<file path="src/rtl/mem_port_arbiter.sv">
// mem_port_arbiter: shares one downstream memory port between the inst and data requesters.
// Data has priority, bounded by a starvation counter; define ARB_PERF_CNT_EN to add perf counters.
module mem_port_arbiter #(
    parameter int unsigned DATA_WIDTH   = 32,
    parameter int unsigned STARVE_LIMIT = 4
) (
    input  logic                    clk,
    input  logic                    rst,
    input  logic [DATA_WIDTH-1:0]   inst_mem_address,
    input  logic                    inst_mem_read,
    input  logic                    inst_mem_write,
    input  logic [DATA_WIDTH/8-1:0] inst_mem_byte_enable,
    input  logic [DATA_WIDTH-1:0]   inst_mem_wdata,
    output logic [DATA_WIDTH-1:0]   inst_mem_rdata,
    output logic                    inst_mem_resp,
    input  logic [DATA_WIDTH-1:0]   data_mem_address,
    input  logic                    data_mem_read,
    input  logic                    data_mem_write,
    input  logic [DATA_WIDTH/8-1:0] data_mem_byte_enable,
    input  logic [DATA_WIDTH-1:0]   data_mem_wdata,
    output logic [DATA_WIDTH-1:0]   data_mem_rdata,
    output logic                    data_mem_resp,
    output logic [DATA_WIDTH-1:0]   pmem_address,
    output logic                    pmem_read,
    output logic                    pmem_write,
    output logic [DATA_WIDTH/8-1:0] pmem_byte_enable,
    output logic [DATA_WIDTH-1:0]   pmem_wdata,
`ifdef ARB_PERF_CNT_EN
    output logic [31:0]             perf_inst_grants,
    output logic [31:0]             perf_data_grants,
    output logic [31:0]             perf_conflict_cycles,
`endif
    input  logic [DATA_WIDTH-1:0]   pmem_rdata,
    input  logic                    pmem_resp
);

    localparam int unsigned BE_W = DATA_WIDTH / 8;

    localparam logic [1:0] IDLE    = 2'd0;
    localparam logic [1:0] SERVE_I = 2'd1;
    localparam logic [1:0] SERVE_D = 2'd2;
    localparam logic [1:0] DONE    = 2'd3;

    localparam logic [3:0] STARVE_MAX = 4'(STARVE_LIMIT);

    logic [1:0]            state_q, state_d;
    logic [3:0]            starve_q, starve_d;
    logic                  done_data_q, done_data_d;
    logic [DATA_WIDTH-1:0] pmem_address_q, pmem_address_d;
    logic                  pmem_read_q, pmem_read_d;
    logic                  pmem_write_q, pmem_write_d;
    logic [BE_W-1:0]       pmem_be_q, pmem_be_d;
    logic [DATA_WIDTH-1:0] pmem_wdata_q, pmem_wdata_d;
    logic [DATA_WIDTH-1:0] inst_rdata_q, inst_rdata_d;
    logic [DATA_WIDTH-1:0] data_rdata_q, data_rdata_d;

    logic inst_pend;
    logic data_pend;
    logic grant_inst;
    logic grant_data;

    assign inst_pend  = inst_mem_read | inst_mem_write;
    assign data_pend  = data_mem_read | data_mem_write;
    // Inst only overtakes a pending data request once it has been passed over STARVE_LIMIT times.
    assign grant_inst = (state_q == IDLE) && inst_pend && (!data_pend || (starve_q == STARVE_MAX));
    assign grant_data = (state_q == IDLE) && data_pend && !grant_inst;

    always_comb begin
        state_d        = state_q;
        starve_d       = starve_q;
        done_data_d    = done_data_q;
        pmem_address_d = pmem_address_q;
        pmem_read_d    = pmem_read_q;
        pmem_write_d   = pmem_write_q;
        pmem_be_d      = pmem_be_q;
        pmem_wdata_d   = pmem_wdata_q;
        inst_rdata_d   = inst_rdata_q;
        data_rdata_d   = data_rdata_q;

        case (state_q)
            IDLE: begin
                if (grant_inst) begin
                    pmem_address_d = inst_mem_address;
                    pmem_read_d    = inst_mem_read;
                    pmem_write_d   = inst_mem_write & ~inst_mem_read;
                    pmem_be_d      = inst_mem_byte_enable;
                    pmem_wdata_d   = inst_mem_wdata;
                    starve_d       = '0;
                    state_d        = SERVE_I;
                end else if (grant_data) begin
                    pmem_address_d = data_mem_address;
                    pmem_read_d    = data_mem_read;
                    pmem_write_d   = data_mem_write & ~data_mem_read;
                    pmem_be_d      = data_mem_byte_enable;
                    pmem_wdata_d   = data_mem_wdata;
                    if (inst_pend && (starve_q != STARVE_MAX)) begin
                        starve_d = starve_q + 4'd1;
                    end
                    state_d        = SERVE_D;
                end
            end
            SERVE_I, SERVE_D: begin
                if (pmem_resp) begin
                    pmem_read_d  = 1'b0;
                    pmem_write_d = 1'b0;
                    // Write completions leave the requester's last read data untouched.
                    if (pmem_read_q) begin
                        if (state_q == SERVE_I) begin
                            inst_rdata_d = pmem_rdata;
                        end else begin
                            data_rdata_d = pmem_rdata;
                        end
                    end
                    done_data_d = (state_q == SERVE_D);
                    state_d     = DONE;
                end
            end
            default: begin
                state_d = IDLE;
            end
        endcase
    end

    always_ff @(posedge clk or posedge rst) begin
        if (rst) begin
            state_q        <= IDLE;
            starve_q       <= '0;
            done_data_q    <= 1'b0;
            pmem_address_q <= '0;
            pmem_read_q    <= 1'b0;
            pmem_write_q   <= 1'b0;
            pmem_be_q      <= '0;
            pmem_wdata_q   <= '0;
            inst_rdata_q   <= '0;
            data_rdata_q   <= '0;
        end else begin
            state_q        <= state_d;
            starve_q       <= starve_d;
            done_data_q    <= done_data_d;
            pmem_address_q <= pmem_address_d;
            pmem_read_q    <= pmem_read_d;
            pmem_write_q   <= pmem_write_d;
            pmem_be_q      <= pmem_be_d;
            pmem_wdata_q   <= pmem_wdata_d;
            inst_rdata_q   <= inst_rdata_d;
            data_rdata_q   <= data_rdata_d;
        end
    end

    assign pmem_address     = pmem_address_q;
    assign pmem_read        = pmem_read_q;
    assign pmem_write       = pmem_write_q;
    assign pmem_byte_enable = pmem_be_q;
    assign pmem_wdata       = pmem_wdata_q;
    assign inst_mem_rdata   = inst_rdata_q;
    assign data_mem_rdata   = data_rdata_q;
    assign inst_mem_resp    = (state_q == DONE) && !done_data_q;
    assign data_mem_resp    = (state_q == DONE) && done_data_q;

`ifdef ARB_PERF_CNT_EN
    logic [31:0] inst_grants_q, inst_grants_d;
    logic [31:0] data_grants_q, data_grants_d;
    logic [31:0] conflicts_q, conflicts_d;

    always_comb begin
        inst_grants_d = inst_grants_q;
        data_grants_d = data_grants_q;
        conflicts_d   = conflicts_q;
        if (grant_inst) begin
            inst_grants_d = inst_grants_q + 32'd1;
        end
        if (grant_data) begin
            data_grants_d = data_grants_q + 32'd1;
        end
        if (inst_pend && data_pend && (state_q != DONE)) begin
            conflicts_d = conflicts_q + 32'd1;
        end
    end

    always_ff @(posedge clk or posedge rst) begin
        if (rst) begin
            inst_grants_q <= '0;
            data_grants_q <= '0;
            conflicts_q   <= '0;
        end else begin
            inst_grants_q <= inst_grants_d;
            data_grants_q <= data_grants_d;
            conflicts_q   <= conflicts_d;
        end
    end

    assign perf_inst_grants     = inst_grants_q;
    assign perf_data_grants     = data_grants_q;
    assign perf_conflict_cycles = conflicts_q;
`endif

endmodule

</file>
<file path="config.mk">
export PLATFORM = sky130hd
export DESIGN_NAME = mem_port_arbiter
export DESIGN_NICKNAME = d
export VERILOG_FILES = /design/src/rtl/mem_port_arbiter.sv
export SDC_FILE = /design/constraint.sdc
export NUM_CORES = 1
export LEC_CHECK = 0
export ABC_AREA = 1
export BUFFER_PORTS_ARGS = -buffer_cell sky130_fd_sc_hd__buf_2
export CORE_AREA = 2 2 121 123
export CTS_BUF_LIST = sky130_fd_sc_hd__clkbuf_4 sky130_fd_sc_hd__clkbuf_8 sky130_fd_sc_hd__clkbuf_16
export DETAILED_ROUTE_END_ITERATION = 8
export DIE_AREA = 0 0 123 125
export PLACE_DENSITY_LB_ADDON = 0.25
export SYNTH_ARGS = -nofsm -noshare
export SYNTH_HDL_FRONTEND = slang
export SYNTH_SLANG_ARGS = --single-unit
</file>
<file path="constraint.sdc">
create_clock -name clk -period 11.5 [get_ports clk]
set_input_delay 2.875 -clock clk [delete_from_list [all_inputs] [get_ports clk]]
set_output_delay 2.875 -clock clk [all_outputs]
set_load 0.03 [all_outputs]
</file>
==> reports/qor.yml, run 1 <==
cp_cell_sequence: "buf_2 -> nor2_2 -> inv_2 -> nand2_2 -> buf_4 -> nand2_2 -> buf_4 -> nand2_1 -> nand2_1 -> nand2_1 -> nand2_1"
p_per_area_mw_per_mm2: 299
drc: 0
dieHeight_um: 125
synth_top_area_share_pct: 54.1
relSlewSlack_pct: 30.2
htreeDepth: 4
cts_buffers: 17
antenna_found_initial: 0
synth_area_mm2: 0.00652
cp_max_fo: 74
synth_area_leader_cell: "dfrtp_1"
maxCapViolCount: 0
grt_usage_pct: 23.8
fin_crit_sh_pct: 40.2
ant_nets: 0
yosysUniqueCellTypes: 18
wl_per_cell_um: 13.8
worstSkewPairLatency_ps: 410
synth.net_count: 1022
hpwl_um: 12400
vias: 6308
drive_gt1_share_pct: 31.5
wirelength_um: 18200
setup_tns_ps: 0
setup.worst_path.class: "in2reg"
min_path_type: "reg2reg"
worst_pin_slew_ps: 1050
synthToLayoutAreaGrowth_pct: 33.2
avgSynthCellArea_um2: 7.77
fin_worst_skew_ps: 7.90
drt_iter0_drc: 387
dr.pass1.iters: 4
start_kind: "input port"
r2r_cells: 11
crit_path_top_delay_cell: "buf_4"
fillCellCount: 1357
syn_inst: 839
ios: 311
place_congestion: 0.823
cts_sinks: 141
timing.fmax_mhz: 217
period_needed_ps: 4620
arrival_ps: 4920
fp.coreArea_mm2: 0.0142
io_buffers: 310
cts_setup_buffers: 0
vias_per_cell: 4.77
dieArea_mm2: 0.0154
dp_slack_ps: 6520
synth_seq_cells: 141
diodes: 0
yosysSeqAreaShare_pct: 54.1
nNetsFinal: 1309
drv_slew: 0
required_ps: 11800
rsz0062_at_grt: "no"
holdBufCountCts: 0
clkTransAtPathRegs_ps: 60
grt_max_degree: 78
grt_pass1_wl_um: 28700
timing.critical_path.mode_cell: "nand2_1"
row_count: 44
tritoncts: "done"
power_mw: 2.59
hold_depth: 2
fin_cells: 1322
start_util_pct: 45.9
die_w_um: 123
grt_pass1_vias: 5866
ys.warnings.count: 0
clockBufferDepth: 2
final_hold_viol_count: 0
grt.overflow.total: 0
worst_setup_path_end_kind: "flop"
crit_path_max_incr_delay_ps: 540
ir_drop_uv: 141
cts_root_buf: "clkbuf_16"
outcome: "complete, no violations"
p_leak_nw: 5.25
synthTopCellsByArea: "dfrtp_1 54%, nand2_1 25%, nand3_1 6.1%"
timing.final.ws_setup_ps: 6880
dp_cells: 1291
setup_viol: 0
postCtsResizedCells: 0
-- synth_stat cells (all sizes together) --
| cell | count |
|---|---|
| buf | 24 |
| dfrtp | 141 |
| nor2 | 7 |
| a21oi | 2 |
| nand3 | 79 |
| clkbuf | 25 |
| nand2 | 430 |
| o21ai | 68 |
| nor3 | 1 |
| inv | 51 |
| ha | 8 |
| nand4 | 3 |
-- per-layer routing --
layer  vias to the layer above  global-route usage [%]  share of wire [%]
met5                         -                       0                  0
met4                         0                    8.02                2.2
met3                        28                    7.57                9.0
met2                       259                    39.6                 47
met1                      2843                    29.1                 41
li1                       3178                       -                  -
-- layout by cell type (no fill, tap or decap), types with 3 or more instances in the layout --
cell type,n
inv_1,47
buf_2,310
nand2_1,427
clkinv_2,3
nor2_1,4
buf_4,7
ha_1,8
clkinv_4,3
nand4_1,3
nand3_1,78
clkbuf_16,17
o21ai_0,68
dfrtp_1,141
nand2_2,3
inv_2,3
-- report_power, final --
| part | switching (mW) | internal [mW] |
|---|---|---|
| sequential | 0.117 | 0.713 |
| combinational | 0.894 | 0.332 |
| clock | 0.203 | 0.334 |
-- layout make-up --
| class | count | area, um2 | share of cell area [%] |
|---|---|---|---|
| Tap cell | 184 | 230 | 2.65 |
| Multi-Input combinational cell | 598 | 2530 | 29.2 |
| Clock buffer | 21 | 468 | 5.39 |
| Clock inverter | 10 | 116 | 1.34 |
| Inverter | 51 | 196 | 2.26 |
| Sequential cell | 141 | 3530 | 40.7 |
| Timing Repair Buffer | 317 | 1600 | 18.5 |
-- logic make-up (layout without fill, tap and decap cells) --
logic type | Yosys count | count (layout) | synth area share, %
AOI/OAI and AO/OA | 70 | 70 | 5.38
adders and majority gates | 8 | 8 | 1.54
DFF | 141 | 141 | 54.1
and+or+nand+nor | 520 | 520 | 31.9
buffers and inverters | 100 | 399 | 7.07
-- path summary, 6_finish.rpt --
path                           startpoint                to  slack [ps]
max                        data_mem_write         pmem_read        6880
min                         pmem_wdata[8]     pmem_wdata[8]         470
max reg2reg                   starve_q[0]         pmem_read        8860
min reg2reg                 pmem_wdata[8]     pmem_wdata[8]         470
max in group asynchronous             rst  pmem_address[15]        7550
min in group asynchronous             rst  pmem_address[14]        2520
-- state kept, by name (all words and copies together) (netlist names) --
name	flops
inst_mem_rdata	32
pmem_write	1
pmem_read	1
state_q	2
starve_q	4
pmem_byte_enable	4
pmem_wdata	32
pmem_address	32
done_data_q	1
data_mem_rdata	32
-- metrics by stage --
stage / cell area [um2] / hold slack (ps) / utilization, %
2_1_floorplan: 6520 / 486 / -
3_3_place_gp: 8090 / 456 / 57.0
3_5_place_dp: 8090 / 460 / 57.0
4_1_cts: 8680 / 476 / 61.1
5_1_grt: 8680 / 489 / 61.1
6_report: 8680 / 472 / 61.1
-- worst max-delay path, delay by kind of cell --
family                 cells  cell delay [ps]
buffers and inverters      4             1050
AND/OR/NAND/NOR            7              900
Power figures use the tool's default switching activity.
==> run 2: changes to the inputs <==
- CORE_AREA: 2 2 121 123 -> not set
- CORE_UTILIZATION: not set -> 42
- DIE_AREA: 0 0 123 125 -> not set
- clock period: 11.5 -> 3.8 ns (I/O delays scaled with it)
==> reports/qor.yml, run 2 (synthesis gave the netlist of run 1 again) <==
outcome: "complete, no violations"
fin_util_pct: 58.0  # -3.1 points
arrival_ps: 1370  # -3550 ps
fin_worst_skew_ps: 8.34  # +0.437 ps
p_per_area_mw_per_mm2: 912  # +210%
fin_crit_sh_pct: 61.1
cts_sinks: 141  # unchanged
power_mw: 8.02  # +210%
rsz0062_at_grt: "no"
maxCapViolCount: 0  # unchanged
wl_per_cell_um: 13.5  # -1.7%
drv_slew: 0  # unchanged
dieHeight_um: 127  # +1.2%
worst_pin_slew_ps: 762  # -284 ps
grt_pass1_wl_um: 28700  # about the same
row_count: 45  # +2.3%
grt_usage_pct: 22.8  # -0.93 points
timing.fmax_mhz: 431
grt_pass1_vias: 5829  # -0.63%
p_leak_nw: 5.29  # +0.89%
holdBufCountCts: 0  # unchanged
clkTransAtPathRegs_ps: 60  # about the same
cts_setup_buffers: 0  # unchanged
postCtsResizedCells: 0  # unchanged
wirelength_um: 18000  # -1.2%
drive_gt1_share_pct: 31.7  # +0.18 points
ir_drop_uv: 445  # +220%
dr.pass1.iters: 5  # +1
worstSkewPairLatency_ps: 410  # about the same
min_path_type: "reg2reg"
io_buffers: 310  # unchanged
final_hold_viol_count: 0  # unchanged
fp.coreArea_mm2: 0.0151  # +6.6%
grt.overflow.total: 0  # unchanged
drc: 0  # unchanged
hpwl_um: 12500  # +1.2%
grt_max_degree: 77  # -1.3%
antenna_found_initial: 1  # +1
fin_cells: 1329  # +0.53%
setup_viol: 0  # unchanged
ant_nets: 0  # unchanged
dieArea_mm2: 0.0160  # +4.2%
start_util_pct: 43.0  # -2.9 points
period_needed_ps: 2320
cts_buffers: 17  # unchanged
htreeDepth: 4  # unchanged
die_w_um: 127  # +2.9%
nNetsFinal: 1312  # +0.23%
start_kind: "flop"
clockBufferDepth: 2  # unchanged
drt_iter0_drc: 252  # -35%
required_ps: 2850  # -8950 ps
dp_cells: 1298  # +0.54%
diodes: 0  # unchanged
tritoncts: "done"
setup.worst_path.class: "reg2out"
final_cell_mix: "427 x nand2_1, 310 x buf_2, 141 x dfrtp_1"
setup_tns_ps: 0  # unchanged
cts_root_buf: "clkbuf_16"
worst_setup_path_end_kind: "output pin"
place_congestion: 0.797  # -3.2%
mostFrequentLayoutCell: "nand2_1"
vias: 6281  # -0.43%
vias_per_cell: 4.73  # -0.95%
synthToLayoutAreaGrowth_pct: 34.9
ios: 311  # unchanged
relSlewSlack_pct: 49.0  # +19 points
cp_max_fo: 6  # -92%
==> run 2: cell count changes in the layout (fill, tap and decap cells not counted), sizes merged <==
cell and change:
clkbuf +1, clkinvlp +1, clkinv -4, bufinv +2, buf +3
==> run 2: worst max-delay path: stages (launching register included) <==
cell	delay, ps
dfrtp_1	450
ha_1	200
inv_1	40
nor2_1	70
buf_2	210
==> run 2: per-stage QoR <==
stage	hold WS, ps	setup slack, ps	area (um2)
2_1_floorplan	486	1090	6520
3_3_place_gp	458	1170	8150
3_5_place_dp	459	1200	8150
4_1_cts	475	1440	8790
5_1_grt	488	1250	8790
6_report	472	1480	8790
==> run 2: worst paths after layout <==
check	to	startpoint	slack, ps	depth (start not counted)
min	pmem_wdata[7]	pmem_wdata[7]	470	2
max in group asynchronous	pmem_address[30]	rst	2530	3
max	inst_mem_resp	state_q[0]	1480	4
max reg2reg	pmem_address[25]	state_q[1]	1510	10
min in group asynchronous	data_mem_rdata[31]	rst	500	2
min reg2reg	pmem_wdata[7]	pmem_wdata[7]	470	2
==> run 2: per-layer routing <==
metal / part of all wire [%] / vias up / GRT usage [%]
met4: 1.6 / 2 / 7.44
met5: 0.072 / - / 0
met3: 7.9 / 22 / 6.71
met1: 43 / 2840 / 28.9
met2: 47 / 236 / 37.6
li1: - / 3181 / -
==> run 2: report_power, final <==
| part | switching, mW | internal (mW) | total, mW |
|---|---|---|---|
| Clock | 0.614 | 1.17 | 1.79 |
| Combinational | 2.71 | 1.01 | 3.72 |
| Sequential | 0.358 | 2.16 | 2.51 |
| Total | 3.68 | 4.34 | 8.02 |
==> run 2: layout make-up <==
| class | instances | area (um2) |
|---|---|---|
| Tap cell | 188 | 235 |
| Multi-Input combinational cell | 598 | 2530 |
| Clock inverter | 9 | 158 |
| Timing Repair Buffer | 320 | 1650 |
| Sequential cell | 141 | 3530 |
| Inverter | 51 | 195 |
| Fill cell | 1466 | 6350 |
| Clock buffer | 22 | 488 |
